===== src/rtl/id_pkg.sv =====
// Shared decode constants for the id_pipe instruction-decode stage:
// opcode/funct encodings, ALU operation codes and result-class codes.
package id_pkg;

    localparam logic [5:0] OP_SPECIAL = 6'b000000;
    localparam logic [5:0] OP_ANDI    = 6'b001100;
    localparam logic [5:0] OP_ORI     = 6'b001101;
    localparam logic [5:0] OP_XORI    = 6'b001110;
    localparam logic [5:0] OP_LUI     = 6'b001111;

    localparam logic [5:0] FN_SLL = 6'b000000;
    localparam logic [5:0] FN_SRL = 6'b000010;
    localparam logic [5:0] FN_SRA = 6'b000011;
    localparam logic [5:0] FN_AND = 6'b100100;
    localparam logic [5:0] FN_OR  = 6'b100101;
    localparam logic [5:0] FN_XOR = 6'b100110;
    localparam logic [5:0] FN_NOR = 6'b100111;

    typedef enum logic [7:0] {
        EXE_NOP_OP = 8'h00,
        EXE_SRL_OP = 8'h02,
        EXE_SRA_OP = 8'h03,
        EXE_AND_OP = 8'h24,
        EXE_OR_OP  = 8'h25,
        EXE_XOR_OP = 8'h26,
        EXE_NOR_OP = 8'h27,
        EXE_SLL_OP = 8'h7C
    } aluop_e;

    typedef enum logic [2:0] {
        EXE_RES_NOP   = 3'd0,
        EXE_RES_LOGIC = 3'd1,
        EXE_RES_SHIFT = 3'd2
    } alusel_e;

    // True for the R-type logic functs that read both rs and rt.
    function automatic logic is_logic_funct(input logic [5:0] funct);
        is_logic_funct = (funct == FN_AND) || (funct == FN_OR) ||
                         (funct == FN_XOR) || (funct == FN_NOR);
    endfunction

endpackage


===== src/rtl/id_fwd_mux.sv =====
// Per-port operand selector: immediate, hard-wired $0, optional EX/MEM
// bypass (ID_FORWARD_EN), then Regfile data.
module id_fwd_mux
    import id_pkg::*;
#(
    parameter int DATA_W = 32,
    parameter int REG_AW = 5
) (
    input  logic              re_i,
    input  logic [REG_AW-1:0] raddr_i,
    input  logic [DATA_W-1:0] rdata_i,
    input  logic              use_imm_i,
    input  logic [DATA_W-1:0] imm_i,
`ifdef ID_FORWARD_EN
    input  logic              ex_we_i,
    input  logic [REG_AW-1:0] ex_waddr_i,
    input  logic [DATA_W-1:0] ex_wdata_i,
    input  logic              mem_we_i,
    input  logic [REG_AW-1:0] mem_waddr_i,
    input  logic [DATA_W-1:0] mem_wdata_i,
`endif
    output logic [DATA_W-1:0] operand_o
);

    // Operand priority: immediate, disabled/$0 read, EX, MEM, Regfile.
    always_comb begin
        operand_o = {DATA_W{1'b0}};
        if (use_imm_i) begin
            operand_o = imm_i;
        end else if (!re_i || (raddr_i == {REG_AW{1'b0}})) begin
            operand_o = {DATA_W{1'b0}};
`ifdef ID_FORWARD_EN
        end else if (ex_we_i && (ex_waddr_i == raddr_i)) begin
            operand_o = ex_wdata_i;
        end else if (mem_we_i && (mem_waddr_i == raddr_i)) begin
            operand_o = mem_wdata_i;
`endif
        end else begin
            operand_o = rdata_i;
        end
    end

endmodule


===== src/rtl/id_pipe.sv =====
// Registered MIPS decode stage (logic/shift subset) with valid/ready
// handshake, flush and invalid flagging; ID_FORWARD_EN adds EX/MEM bypass.
module id_pipe
    import id_pkg::*;
#(
    parameter int DATA_W = 32,
    parameter int REG_AW = 5,
    parameter int ADDR_W = 32
) (
    input  logic              clk,
    input  logic              rst_n,
    input  logic              in_valid,
    output logic              in_ready,
    input  logic [ADDR_W-1:0] pc_i,
    input  logic [31:0]       inst_i,
    input  logic              flush_i,
    output logic              re1_o,
    output logic              re2_o,
    output logic [REG_AW-1:0] raddr1_o,
    output logic [REG_AW-1:0] raddr2_o,
    input  logic [DATA_W-1:0] rdata1_i,
    input  logic [DATA_W-1:0] rdata2_i,
    output logic              out_valid,
    input  logic              out_ready,
    output logic [ADDR_W-1:0] pc_o,
    output logic [7:0]        aluop_o,
    output logic [2:0]        alusel_o,
    output logic [DATA_W-1:0] data1_o,
    output logic [DATA_W-1:0] data2_o,
    output logic              we_o,
    output logic [REG_AW-1:0] waddr_o,
    output logic              inst_invalid_o
`ifdef ID_FORWARD_EN
    ,
    input  logic              ex_we_i,
    input  logic [REG_AW-1:0] ex_waddr_i,
    input  logic [DATA_W-1:0] ex_wdata_i,
    input  logic              mem_we_i,
    input  logic [REG_AW-1:0] mem_waddr_i,
    input  logic [DATA_W-1:0] mem_wdata_i
`endif
);

    logic [5:0]        op_s;
    logic [5:0]        funct_s;
    logic [REG_AW-1:0] rs_s;
    logic [REG_AW-1:0] rt_s;
    logic [REG_AW-1:0] rd_s;
    logic [4:0]        sa_s;
    logic [15:0]       imm_s;

    logic              dec_re1_s;
    logic              dec_re2_s;
    logic [REG_AW-1:0] dec_ra1_s;
    logic [REG_AW-1:0] dec_ra2_s;
    logic              dec_use_imm1_s;
    logic              dec_use_imm2_s;
    logic [DATA_W-1:0] dec_imm1_s;
    logic [DATA_W-1:0] dec_imm2_s;
    logic [7:0]        dec_aluop_s;
    logic [2:0]        dec_alusel_s;
    logic              dec_we_s;
    logic [REG_AW-1:0] dec_waddr_s;
    logic              dec_invalid_s;

    logic [DATA_W-1:0] op1_s;
    logic [DATA_W-1:0] op2_s;
    logic              accept_s;

    logic              out_valid_d, out_valid_q;
    logic [ADDR_W-1:0] pc_d, pc_q;
    logic [7:0]        aluop_d, aluop_q;
    logic [2:0]        alusel_d, alusel_q;
    logic [DATA_W-1:0] data1_d, data1_q;
    logic [DATA_W-1:0] data2_d, data2_q;
    logic              we_d, we_q;
    logic [REG_AW-1:0] waddr_d, waddr_q;
    logic              invalid_d, invalid_q;

    assign op_s    = inst_i[31:26];
    assign rs_s    = REG_AW'(inst_i[25:21]);
    assign rt_s    = REG_AW'(inst_i[20:16]);
    assign rd_s    = REG_AW'(inst_i[15:11]);
    assign sa_s    = inst_i[10:6];
    assign funct_s = inst_i[5:0];
    assign imm_s   = inst_i[15:0];

    // Instruction decode into read requests, immediates and EX controls.
    always_comb begin
        dec_re1_s      = 1'b0;
        dec_re2_s      = 1'b0;
        dec_ra1_s      = {REG_AW{1'b0}};
        dec_ra2_s      = {REG_AW{1'b0}};
        dec_use_imm1_s = 1'b0;
        dec_use_imm2_s = 1'b0;
        dec_imm1_s     = {DATA_W{1'b0}};
        dec_imm2_s     = {DATA_W{1'b0}};
        dec_aluop_s    = EXE_NOP_OP;
        dec_alusel_s   = EXE_RES_NOP;
        dec_we_s       = 1'b0;
        dec_waddr_s    = {REG_AW{1'b0}};
        dec_invalid_s  = 1'b0;
        case (op_s)
            OP_ORI, OP_ANDI, OP_XORI: begin
                dec_re1_s      = 1'b1;
                dec_ra1_s      = rs_s;
                dec_use_imm2_s = 1'b1;
                dec_imm2_s     = DATA_W'(imm_s);
                dec_we_s       = 1'b1;
                dec_waddr_s    = rt_s;
                dec_alusel_s   = EXE_RES_LOGIC;
                case (op_s)
                    OP_ANDI: dec_aluop_s = EXE_AND_OP;
                    OP_XORI: dec_aluop_s = EXE_XOR_OP;
                    default: dec_aluop_s = EXE_OR_OP;
                endcase
            end
            OP_LUI: begin
                // Executed as 0 | {imm, 16'h0}, so no register read is needed.
                dec_use_imm1_s = 1'b1;
                dec_use_imm2_s = 1'b1;
                dec_imm2_s     = DATA_W'({imm_s, 16'h0000});
                dec_we_s       = 1'b1;
                dec_waddr_s    = rt_s;
                dec_aluop_s    = EXE_OR_OP;
                dec_alusel_s   = EXE_RES_LOGIC;
            end
            OP_SPECIAL: begin
                if (inst_i == 32'h0000_0000) begin
                    dec_aluop_s = EXE_NOP_OP;
                end else if (is_logic_funct(funct_s)) begin
                    dec_re1_s    = 1'b1;
                    dec_re2_s    = 1'b1;
                    dec_ra1_s    = rs_s;
                    dec_ra2_s    = rt_s;
                    dec_we_s     = 1'b1;
                    dec_waddr_s  = rd_s;
                    dec_alusel_s = EXE_RES_LOGIC;
                    case (funct_s)
                        FN_AND:  dec_aluop_s = EXE_AND_OP;
                        FN_OR:   dec_aluop_s = EXE_OR_OP;
                        FN_XOR:  dec_aluop_s = EXE_XOR_OP;
                        default: dec_aluop_s = EXE_NOR_OP;
                    endcase
                end else begin
                    case (funct_s)
                        FN_SLL, FN_SRL, FN_SRA: begin
                            dec_re2_s      = 1'b1;
                            dec_ra2_s      = rt_s;
                            dec_use_imm1_s = 1'b1;
                            dec_imm1_s     = DATA_W'(sa_s);
                            dec_we_s       = 1'b1;
                            dec_waddr_s    = rd_s;
                            dec_alusel_s   = EXE_RES_SHIFT;
                            case (funct_s)
                                FN_SRL:  dec_aluop_s = EXE_SRL_OP;
                                FN_SRA:  dec_aluop_s = EXE_SRA_OP;
                                default: dec_aluop_s = EXE_SLL_OP;
                            endcase
                        end
                        default: dec_invalid_s = 1'b1;
                    endcase
                end
            end
            default: dec_invalid_s = 1'b1;
        endcase
        if (dec_waddr_s == {REG_AW{1'b0}}) begin
            dec_we_s = 1'b0;
        end else begin
            dec_we_s = dec_we_s;
        end
    end

    // Regfile requests are suppressed when IF has nothing to offer.
    assign re1_o    = in_valid & dec_re1_s;
    assign re2_o    = in_valid & dec_re2_s;
    assign raddr1_o = in_valid ? dec_ra1_s : {REG_AW{1'b0}};
    assign raddr2_o = in_valid ? dec_ra2_s : {REG_AW{1'b0}};

    id_fwd_mux #(.DATA_W(DATA_W), .REG_AW(REG_AW)) u_op1 (
        .re_i        (re1_o),
        .raddr_i     (raddr1_o),
        .rdata_i     (rdata1_i),
        .use_imm_i   (dec_use_imm1_s),
        .imm_i       (dec_imm1_s),
`ifdef ID_FORWARD_EN
        .ex_we_i     (ex_we_i),
        .ex_waddr_i  (ex_waddr_i),
        .ex_wdata_i  (ex_wdata_i),
        .mem_we_i    (mem_we_i),
        .mem_waddr_i (mem_waddr_i),
        .mem_wdata_i (mem_wdata_i),
`endif
        .operand_o   (op1_s)
    );

    id_fwd_mux #(.DATA_W(DATA_W), .REG_AW(REG_AW)) u_op2 (
        .re_i        (re2_o),
        .raddr_i     (raddr2_o),
        .rdata_i     (rdata2_i),
        .use_imm_i   (dec_use_imm2_s),
        .imm_i       (dec_imm2_s),
`ifdef ID_FORWARD_EN
        .ex_we_i     (ex_we_i),
        .ex_waddr_i  (ex_waddr_i),
        .ex_wdata_i  (ex_wdata_i),
        .mem_we_i    (mem_we_i),
        .mem_waddr_i (mem_waddr_i),
        .mem_wdata_i (mem_wdata_i),
`endif
        .operand_o   (op2_s)
    );

    assign in_ready = !out_valid_q | out_ready;
    assign accept_s = in_valid & in_ready & !flush_i;

    // Output register next state: flush beats accept, accept beats drain/hold.
    always_comb begin
        out_valid_d = out_valid_q;
        pc_d        = pc_q;
        aluop_d     = aluop_q;
        alusel_d    = alusel_q;
        data1_d     = data1_q;
        data2_d     = data2_q;
        we_d        = we_q;
        waddr_d     = waddr_q;
        invalid_d   = invalid_q;
        if (flush_i) begin
            out_valid_d = 1'b0;
        end else if (accept_s) begin
            out_valid_d = 1'b1;
            pc_d        = pc_i;
            aluop_d     = dec_aluop_s;
            alusel_d    = dec_alusel_s;
            data1_d     = op1_s;
            data2_d     = op2_s;
            we_d        = dec_we_s;
            waddr_d     = dec_waddr_s;
            invalid_d   = dec_invalid_s;
        end else if (out_ready) begin
            out_valid_d = 1'b0;
        end else begin
            out_valid_d = out_valid_q;
        end
    end

    // Output pipeline register toward EX.
    always_ff @(posedge clk or negedge rst_n) begin
        if (!rst_n) begin
            out_valid_q <= 1'b0;
            pc_q        <= {ADDR_W{1'b0}};
            aluop_q     <= EXE_NOP_OP;
            alusel_q    <= EXE_RES_NOP;
            data1_q     <= {DATA_W{1'b0}};
            data2_q     <= {DATA_W{1'b0}};
            we_q        <= 1'b0;
            waddr_q     <= {REG_AW{1'b0}};
            invalid_q   <= 1'b0;
        end else begin
            out_valid_q <= out_valid_d;
            pc_q        <= pc_d;
            aluop_q     <= aluop_d;
            alusel_q    <= alusel_d;
            data1_q     <= data1_d;
            data2_q     <= data2_d;
            we_q        <= we_d;
            waddr_q     <= waddr_d;
            invalid_q   <= invalid_d;
        end
    end

    assign out_valid      = out_valid_q;
    assign pc_o           = pc_q;
    assign aluop_o        = aluop_q;
    assign alusel_o       = alusel_q;
    assign data1_o        = data1_q;
    assign data2_o        = data2_q;
    assign we_o           = we_q;
    assign waddr_o        = waddr_q;
    assign inst_invalid_o = invalid_q;

endmodule

===== config.mk =====
export PLATFORM = sky130hd
export DESIGN_NAME = id_pipe
export DESIGN_NICKNAME = d
export VERILOG_FILES = /design/src/rtl/id_pkg.sv /design/src/rtl/id_fwd_mux.sv /design/src/rtl/id_pipe.sv
export SDC_FILE = /design/constraint.sdc
export NUM_CORES = 1
export LEC_CHECK = 0
export ABC_AREA = 1
export CORE_MARGIN = 3
export CORE_UTILIZATION = 40
export DETAILED_ROUTE_END_ITERATION = 8
export HOLD_SLACK_MARGIN = 0.03
export PLACE_DENSITY = 0.78
export SYNTH_ARGS = -nofsm -noshare
export SYNTH_HDL_FRONTEND = slang
export SYNTH_HIERARCHICAL = 1
export SYNTH_SLANG_ARGS = --single-unit

===== constraint.sdc =====
create_clock -name clk -period 1.6 [get_ports clk]
set_input_delay 0.32 -clock clk [delete_from_list [all_inputs] [get_ports clk]]
set_output_delay 0.32 -clock clk [all_outputs]
set_load 0.01 [all_outputs]

==> results.cfg <==
[clock_network]
cts_tree = yes
clk_path_buf_depth = 2
cts-root-buf = clkbuf_16
h-tree-depth = 3
clock_sinks = 110
worstSkewPairLatency_ns = 0.36
numCtsBuffers = 9
clk_pin_slew_ns = 0.08

[setup_path]
worstPathArrival_ns = 2.18
path_max_fanout = 8
cp_top_family = simple AND/OR/NAND/NOR gates
critPathLaunch = inst_i[31]
timing.critical_path.buf_inv = 6
max_stage_delay_ns = 0.20
r2r-start = out_valid$_DFFE_PN0P_
cp-end-kind = flip-flop
crit_type = in -> reg
cp_slowest_cell = nor4_4
required_ns = 1.89
cp.depth = 18
startpoint_type = primary input
path_common_cell = nor2_4
reg2reg_depth = 8
path_cells = buf_6 > nor2_4 > nand2_2 > nor4_4 > inv_2 > nor2_4 > o21ai_4 > buf_6 > nor2_4 > buf_6 > nor2_4 > nand3_4 > buf_12 > buf_12 > nand3_1 > nand2_1 > nand2_1 > nand2_1

[power_and_ir_drop]
p_leak_nw = 6.88
peakVddDrop_v = 0.000500
power.density_nw_per_um2 = 605
p_total_w = 0.00683

[placed_design]
portBuffers = 258
place_congestion = 0.869
dp_hpwl_mm = 16.4

[sta]
fin_crit_ns = 1.89
fmax_mhz = 530
slew_viol_final = 0
setup_slack_ns = -0.286
fin_crit_sh_pct = 118
relSlewSlack_pct = 63.5
worst_pin_slew_ns = 0.548
rsz0062_at_grt = true
hold_viol_final = 0
skew_ns = 0.00650
setup_viol = 76
hold_ws_ns = 0.291

[grt]
grt_pass1_vias = 7177
overflow = 0
grt_pass1_wl_mm = 36.9
track_usage_pct = 25.9
grt_start_max_net_pins = 86
antenna_found_initial = 4

[outcome]
violations = negative setup slack
outcome = finished, violations left

[detailed_routing]
vias_per_cell = 4.74
drt_iter0_drc = 505
vias = 7334
drt-wirelength-per-cell_um = 15.7
ant_nets = 0
drt-total-wl_mm = 24.2
drc_errors = 0
dr.pass1.iters = 5

[finish]
drive_above_1_share_pct = 25.7
layout_common_cells = nand2_1 (435), clkdlybuf4s50_1 (113), dfrtp_1 (110)
final_nets = 1464
area_growth_pct = 73.5
final_common_cell = nand2_1
fillCellCount = 1246

[synth]
syn-mean-instance-area_um2 = 6.72
syn_inst = 968
ys_warn_count = 6
synth.distinct_cells = 27
synth-seq-cells = 110
netlist_area_um2 = 6500
seq_area_frac_synth_pct = 42.3

[job]
maxCapViolations = 0

[floorplan]
die_h_um = 134
start_util_pct = 41.9
die-area_um2 = 17800
pin_count = 261
fp-row-count = 45
core_area_um2 = 15500
fp.dieW_um = 134

[hold_path]
hp-class = in -> async
-- registers in the layout, indices dropped and copies added (netlist names) --
register / cells
data1_o: 32
data2_o: 32
pc_o: 32
waddr_o: 5
aluop_o: 4
alusel_o: 2
inst_invalid_o: 1
out_valid: 1
we_o: 1
-- worst register-to-register path, stage by stage, from the launching register on --
cell      delay, ns
dfrtp_1        0.39
inv_1          0.07
nor2_2         0.04
buf_4          0.13
nor3_4         0.17
clkinv_2       0.12
buf_12         0.22
nand2_1        0.18
nand2_1        0.07
-- through the flow --
step	instances	cell area, um2	TNS, ns	setup WS (ns)	util, %
floorplan	996	6950	-16.34	-0.278	-
finish	1548	11300	-18.35	-0.286	72.6
global route	1548	11300	-26.20	-0.400	72.6
CTS	1540	10900	-28.09	-0.439	70.3
detailed placement	1497	10200	-92.23	-1.10	65.9
global placement	1497	10200	-87.85	-1.03	65.9
-- final cells by class --
type                       count  area, um2  share of cell area [%]
timing repair buffer         381       3920                    34.7
inverter                     107        408                    3.61
antenna                        1       2.50                  0.0222
sequential                   110       2750                    24.4
clock inverter                 7       73.8                   0.654
multi-input combinational    722       3640                    32.3
tap                          211        264                    2.34
clock buffer                   9        225                    2.00
-- metal layers --
layer  vias up  GRT usage [%]  wire (um)  part of all wire [%]
met3        43           8.01       2090                   8.6
met4         6           8.69        568                   2.3
met1      3404           31.8       9730                    40
li1       3606              -          -                     -
met2       275           43.4      11800                    49
met5         -              0         32                  0.13
-- synth_stat cells --
library cell / instances / area, um2
nand2_1: 452 / 1700
buf_2: 27 / 135
a21o_1: 1 / 7.51
nor2_4: 2 / 22.5
clkbuf_1: 10 / 37.5
nand3_4: 2 / 35.0
o21ai_0: 3 / 15.0
nor3_2: 1 / 10.0
nor4_4: 1 / 21.3
a31oi_1: 4 / 25.0
o211ai_1: 2 / 15.0
inv_2: 2 / 7.51
clkinv_1: 1 / 3.75
buf_4: 6 / 45.0
nand3_1: 65 / 325
inv_1: 104 / 390
nor2_1: 89 / 334
a21oi_1: 10 / 50.1
nand3_2: 7 / 70.1
buf_6: 14 / 158
nor2_2: 43 / 269
nand4_2: 1 / 12.5
nor3_1: 1 / 5.00
conb_1: 1 / 3.75
nand4_1: 8 / 50.1
dfrtp_1: 110 / 2750
a22oi_1: 1 / 7.51
-- report_power, final --
part	internal, W	switching [W]	total (W)
clock	0.00111	0.00118	0.00229
sequential	0.00294	0.0000854	0.00302
combinational	0.000775	0.000745	0.00152
-- what timing repair did --
| action | CTS | global route |
|---|---|---|
| pin swaps | 27 | 103 |
| hold buffers | 1 | 0 |
| endpoints found under the setup margin | 131 | 129 |
| endpoints found under the hold margin | 72 | 0 |
| resized for setup | 172 | 161 |
| gates cloned | 7 | 3 |
| setup buffers | 19 | 8 |
-- cells by family after synthesis --
logic type,after synthesis,synth area share [%]
AO/OA/AOI/OAI,21,1.85
buffers and inverters,164,11.9
flip-flops,110,42.3
other,1,0.0576
AND/OR/NAND/NOR,672,43.8
-- final timing paths --
| kind | end | slack, ns |
|---|---|---|
| hold / removal | data1_o[27]$_DFFE_PN0P_ | 0.29 |
| setup reg to reg | data1_o[24]$_DFFE_PN0P_ | 0.11 |
| max in group asynchronous | data2_o[22]$_DFFE_PN0P_ | 0.60 |
| min in group clk | waddr_o[3]$_DFFE_PN0P_ | 0.37 |
| hold reg to reg | pc_o[21]$_DFFE_PN0P_ | 0.47 |
| setup / recovery | data1_o[30]$_DFFE_PN0P_ | -0.29 |
(Power assumes the default switching activity.)
